### src/rtl/bus_idle_monitor.sv
`default_nettype none
// ============================================================================
//  Module   : bus_idle_monitor
//  Purpose  : Tracks the shared-bus handshake with a bus-phase state machine
//             and produces the registered busIdle qualifier for the profiling
//             counters, plus transaction/error counts and a watchdog flag.
//  Revision : 1.0  initial release
// ============================================================================
module bus_idle_monitor #(
  parameter int NR_MASTERS     = 32,
  parameter int TIMEOUT_CYCLES = 1024
) (
  input  logic                  clock,
  input  logic                  reset,
  input  logic [NR_MASTERS-1:0] busRequests,
  input  logic [NR_MASTERS-1:0] busGrants,
  input  logic                  beginTransaction,
  input  logic                  endTransaction,
  input  logic                  busError,
  input  logic                  clearFlags,
  output logic                  busIdle,
  output logic                  transferActive,
  output logic                  timeoutFlag,
  output logic [31:0]           transactionCount,
  output logic [15:0]           errorCount
);

  // Last watchdog value before a still-open transfer is declared hung.
  localparam logic [15:0] c_WD_LAST = 16'(TIMEOUT_CYCLES - 1);

  typedef enum logic [2:0] {
    S_IDLE    = 3'd0,
    S_ARB     = 3'd1,
    S_GRANTED = 3'd2,
    S_XFER    = 3'd3,
    S_RECOVER = 3'd4
  } state_t;

  state_t      state_q, state_d;
  logic        busIdle_q;
  logic        xferActive_q;
  logic        timeoutFlag_q, timeoutFlag_d;
  logic [31:0] txnCount_q, txnCount_d;
  logic [15:0] errCount_q, errCount_d;
  logic [15:0] watchdog_q, watchdog_d;

  logic        any_req;
  logic        any_gnt;
  logic        txn_evt;
  logic        err_evt;
  logic        to_evt;
  logic [15:0] err_base;

  assign any_req = |busRequests;
  assign any_gnt = |busGrants;

  // Next-state, watchdog and counter-update decode.
  always_comb begin
    state_d    = state_q;
    watchdog_d = 16'd0;
    txn_evt    = 1'b0;
    err_evt    = 1'b0;
    to_evt     = 1'b0;

    unique case (state_q)
      S_XFER: begin
        // Error beats end; either beats the watchdog in the same cycle.
        if (busError) begin
          state_d = S_RECOVER;
          err_evt = 1'b1;
        end else if (endTransaction) begin
          state_d = S_RECOVER;
          txn_evt = 1'b1;
        end else if (watchdog_q == c_WD_LAST) begin
          state_d = S_RECOVER;
          err_evt = 1'b1;
          to_evt  = 1'b1;
        end else begin
          watchdog_d = watchdog_q + 16'd1;
        end
      end
      // IDLE, ARB, GRANTED and RECOVER share one set of exit rules: a
      // grant holds GRANTED, a bare request holds ARB, nothing falls to IDLE.
      S_IDLE, S_ARB, S_GRANTED, S_RECOVER: begin
        if (beginTransaction && endTransaction) begin
          state_d = S_RECOVER;
          txn_evt = 1'b1;
        end else if (beginTransaction) begin
          state_d = S_XFER;
        end else if (any_gnt) begin
          state_d = S_GRANTED;
        end else if (any_req) begin
          state_d = S_ARB;
        end else begin
          state_d = S_IDLE;
        end
      end
      default: begin
        state_d = S_IDLE;
      end
    endcase

    txnCount_d = txnCount_q + (txn_evt ? 32'd1 : 32'd0);

    // A clear in the same cycle as a new event still records that event.
    timeoutFlag_d = clearFlags ? 1'b0 : timeoutFlag_q;
    if (to_evt) begin
      timeoutFlag_d = 1'b1;
    end

    err_base   = clearFlags ? 16'd0 : errCount_q;
    errCount_d = err_base;
    if (err_evt && (err_base != 16'hFFFF)) begin
      errCount_d = err_base + 16'd1;
    end
  end

  // State, decoded outputs and counters; reset overrides everything.
  always_ff @(posedge clock) begin
    if (reset) begin
      state_q       <= S_IDLE;
      busIdle_q     <= 1'b1;
      xferActive_q  <= 1'b0;
      timeoutFlag_q <= 1'b0;
      txnCount_q    <= 32'd0;
      errCount_q    <= 16'd0;
      watchdog_q    <= 16'd0;
    end else begin
      state_q       <= state_d;
      busIdle_q     <= (state_d == S_IDLE);
      xferActive_q  <= (state_d == S_XFER);
      timeoutFlag_q <= timeoutFlag_d;
      txnCount_q    <= txnCount_d;
      errCount_q    <= errCount_d;
      watchdog_q    <= watchdog_d;
    end
  end

  assign busIdle          = busIdle_q;
  assign transferActive   = xferActive_q;
  assign timeoutFlag      = timeoutFlag_q;
  assign transactionCount = txnCount_q;
  assign errorCount       = errCount_q;

endmodule
`default_nettype wire

### config.mk
export PLATFORM = sky130hd
export DESIGN_NAME = bus_idle_monitor
export DESIGN_NICKNAME = d
export VERILOG_FILES = /design/src/rtl/bus_idle_monitor.sv
export SDC_FILE = /design/constraint.sdc
export NUM_CORES = 1
export LEC_CHECK = 0
export ABC_AREA = 1
export CORE_UTILIZATION = 49
export CTS_BUF_LIST = sky130_fd_sc_hd__clkbuf_8
export DETAILED_ROUTE_END_ITERATION = 6
export GPL_ROUTABILITY_DRIVEN = 0
export PLACE_DENSITY = 0.89
export SYNTH_ARGS = -nofsm -noshare
export SYNTH_HDL_FRONTEND = slang
export SYNTH_SLANG_ARGS = --single-unit
### constraint.sdc
create_clock -name clock -period 2.54 [get_ports clock]
set_input_delay 0.508 -clock clock [delete_from_list [all_inputs] [get_ports clock]]
set_output_delay 0.508 -clock clock [all_outputs]
set_load 0.02 [all_outputs]
==> metrics <==
status=finished clean; r2r startpoint=state_q[1]; CP Data Required Time=2.77 ns; share of post-route cells with drive strength above 1=11.6%; P_int=1.70 mW; final wirelength=11,900 um; placed cell area=0.00556 mm2; CP cell instances=clkdlybuf4s50_1, nand2_1, nor2_2, a31o_2, ha_4, ha_4, nand2_1, nor2_2, nand2_2, nor2_4, nand3_4, nor3_1, xnor2_1, nor2_1; Die ar.=0.00859 mm2; TritonRoute pass-1 iters=4; vias after detailed routing=4,593; delay of the slowest cell on the worst path=0.48 ns; Reg2Reg Setup Slack=0.13 ns; Synth cell types=34; measured slew at the worst slew-check pin=0.532 ns; hold buffer count at CTS=0; # diodes=0; core area=0.00785 mm2; first-pass GRT wire length=18,200 um; Worst setup SP type=input port; Synth Area in Compound Gates=6.99%; die extent in x=92.7 um; combinational share of power=10.3%; CTS tree=built; io pins=121; final period utilization=99.6%; Tmin final=2.53 ns; Global Route Usage Sum=26.4%; Non-Filler Instances=886; Psw=0.501 mW; routed len/inst=13.4 um; Initial Util=51.3%; Syn Inst Count=622; Synth top area share=34.8%; Mean Syn Cell Area=6.48 um2; First DRT Iteration DRCs=230; post-synthesis adder-cell area fraction=1.55%; area leader, netlist=dfxtp_1; # nets final=855; Post-Place Setup Slack=-0.362 ns; final setup vio count=0; vias in the first global route=4,167; Slowest cell on crit path=clkdlybuf4s50_1; synth top area cells=dfxtp_1 (35%), nand2_1 (15%), nor2_1 (11%); root buf cell=clkbuf_8; Syn. warnings=0; Num CTS Buffers=9; Synth Area in Simple Gates=42.7%; Critical Path End Type=flop; grt ovf=0; Final Skew=0.0129 ns; clk_lat worst skew=0.35 ns; Setup CP Type=in2reg; Worst Hold Class=reg2reg; largest net degree at the start of global routing=21; Final Max Slew Viols=0; Syn Nets=697; Pwr Density=379 mW/mm2; Post-Place Cells=867; hold_ws=0.452 ns; Die Height=92.7 um; Mapped Area=0.00403 mm2; Max-slew headroom=64.2%; DP Wirelength=8630 um; final hold vios=0; remaining antenna violation count=0; Layout Area Growth over Synthesis=44.7%; synthesized flop and latch total=70; Core Util, Final=74.3%; Reg clk slew, reported paths=0.07 ns; post-synthesis sequential area ratio=34.8%; design area=0.00583 mm2; largest family of logic cells by synthesized area=simple AND/OR/NAND/NOR gates; Clk network pwr share=39.3%; worst flop-to-flop path endpoint=transactionCount[20]; worst-path fanout max=5; Avg Vias per Cell=5.18; initial antenna violation count=0; switching fraction of total power=22.7%; Leak=2.18 nW; Worst Setup EP=transactionCount[20]; row count=32; Clock Tree Buf Depth=2; worst setup path startpoint=beginTransaction; Setup TNS Final=0 ns; number of port buffers=120; Max VDD drop=306 uV; fmax=0.395 GHz; Power Total=2.21 mW; DRC=0; sequential share of power=50.4%; r2r worst-path depth=14; crit path DAT=2.76 ns; mux cell area share after synthesis=0%; post-synthesis xor/xnor area fraction=4.57%; Final WS setup=0.00934 ns; max-cap viol count=0; RSZ-0062 raised after global routing=true; # clock sinks=70; H-tree Lvls=3
## critical path: cells and delay by family
| kind | cells | cell delay, ns |
|---|---|---|
| compound gates | 1 | 0.17 |
| xor+xnor | 1 | 0.19 |
| fa+ha+maj | 2 | 0.28 |
| buf+inv | 1 | 0.48 |
| simple gates | 9 | 1.15 |
## what timing repair did
action / in CTS / in global routing
endpoints found under the hold margin: 0 / 0
buffers inserted: 0 / 4
gates resized for setup: 1 / 14
endpoints found under the setup margin: 1 / 7
pin swaps: 0 / 6
## registers in the layout (all words and copies together) (netlist names)
signal,flops
transferActive,1
watchdog_q,16
timeoutFlag,1
transactionCount,32
busIdle,1
state_q,3
errorCount,16
## how the worst min path moves through the flow
stage / start / to / cells after the start
after global placement: watchdog_q[0] / watchdog_q[0] / 1
after CTS: watchdog_q[0] / watchdog_q[0] / 1
final: watchdog_q[0] / watchdog_q[0] / 1
after floorplan: watchdog_q[0] / watchdog_q[0] / 1
after detailed placement: watchdog_q[0] / watchdog_q[0] / 1
after global routing: watchdog_q[0] / watchdog_q[0] / 1
## layout make-up
class                      count  area (um2)
inverter                      84         315
sequential                    70        1400
timing repair buffer         157        1490
multi-input combinational    458        2310
fill                         575        2020
clock buffer                  10         138
clock inverter                 5        45.0
tap                          102         128
## routing by layer
metal / GRT usage (%) / vias to the layer above / part of all wire [%]
met3: 5.09 / 28 / 7.6
met5: 0 / - / 0
met2: 48.2 / 192 / 51
met1: 30.5 / 2100 / 39
li1: - / 2273 / -
met4: 9.62 / 0 / 2.4
## cells in the final DEF (no fill, tap or decap), types with 6 or more instances in the layout
cell / count
xnor2_1: 11
clkbuf_8: 10
dfxtp_1: 70
xor2_1: 10
nand3_1: 20
clkdlybuf4s50_1: 120
nor3_1: 23
nand2_1: 156
o21ai_0: 7
inv_1: 85
nor2_2: 13
nor2_1: 111
nand4_1: 12
nand3b_1: 7
buf_4: 36
a21oi_1: 41
or2_2: 6
## power by group through the flow
stage	registers (mW)	logic [mW]	clock network (mW)
floorplan	1.14	0.0656	0
global placement	1.14	0.211	0
detailed placement	1.14	0.218	0
CTS	1.11	0.222	0.870
global route	1.11	0.246	0.932
finish	1.11	0.226	0.867
## kinds of logic (layout without fill, tap and decap cells)
kind of cell	Yosys count	count (layout)
compound gates	54	54
xor+xnor	21	21
fa+ha+maj	5	5
buf+inv	94	256
flops	70	70
simple gates	378	378
## cell usage after synthesis
cell / n
or2_2: 6
clkbuf_1: 6
nor2_4: 4
nand2_2: 1
xnor2_1: 11
a21oi_1: 41
nor3b_1: 5
nand2_1: 157
nand3b_1: 7
nor4_1: 4
inv_2: 3
xor2_1: 10
nand3_4: 1
nor4b_1: 1
nor3_2: 2
buf_2: 1
o21ai_0: 9
a31o_2: 1
dfxtp_1: 70
nand3_1: 21
nor2_2: 10
inv_1: 81
nor3_1: 23
and2_1: 2
buf_6: 3
nand4_1: 12
nor3b_2: 1
o21bai_1: 1
o21a_1: 2
nand3_2: 4
ha_1: 5
or2_0: 1
nor2_1: 115
nand4_4: 1
Power figures use the tool's default switching activity.
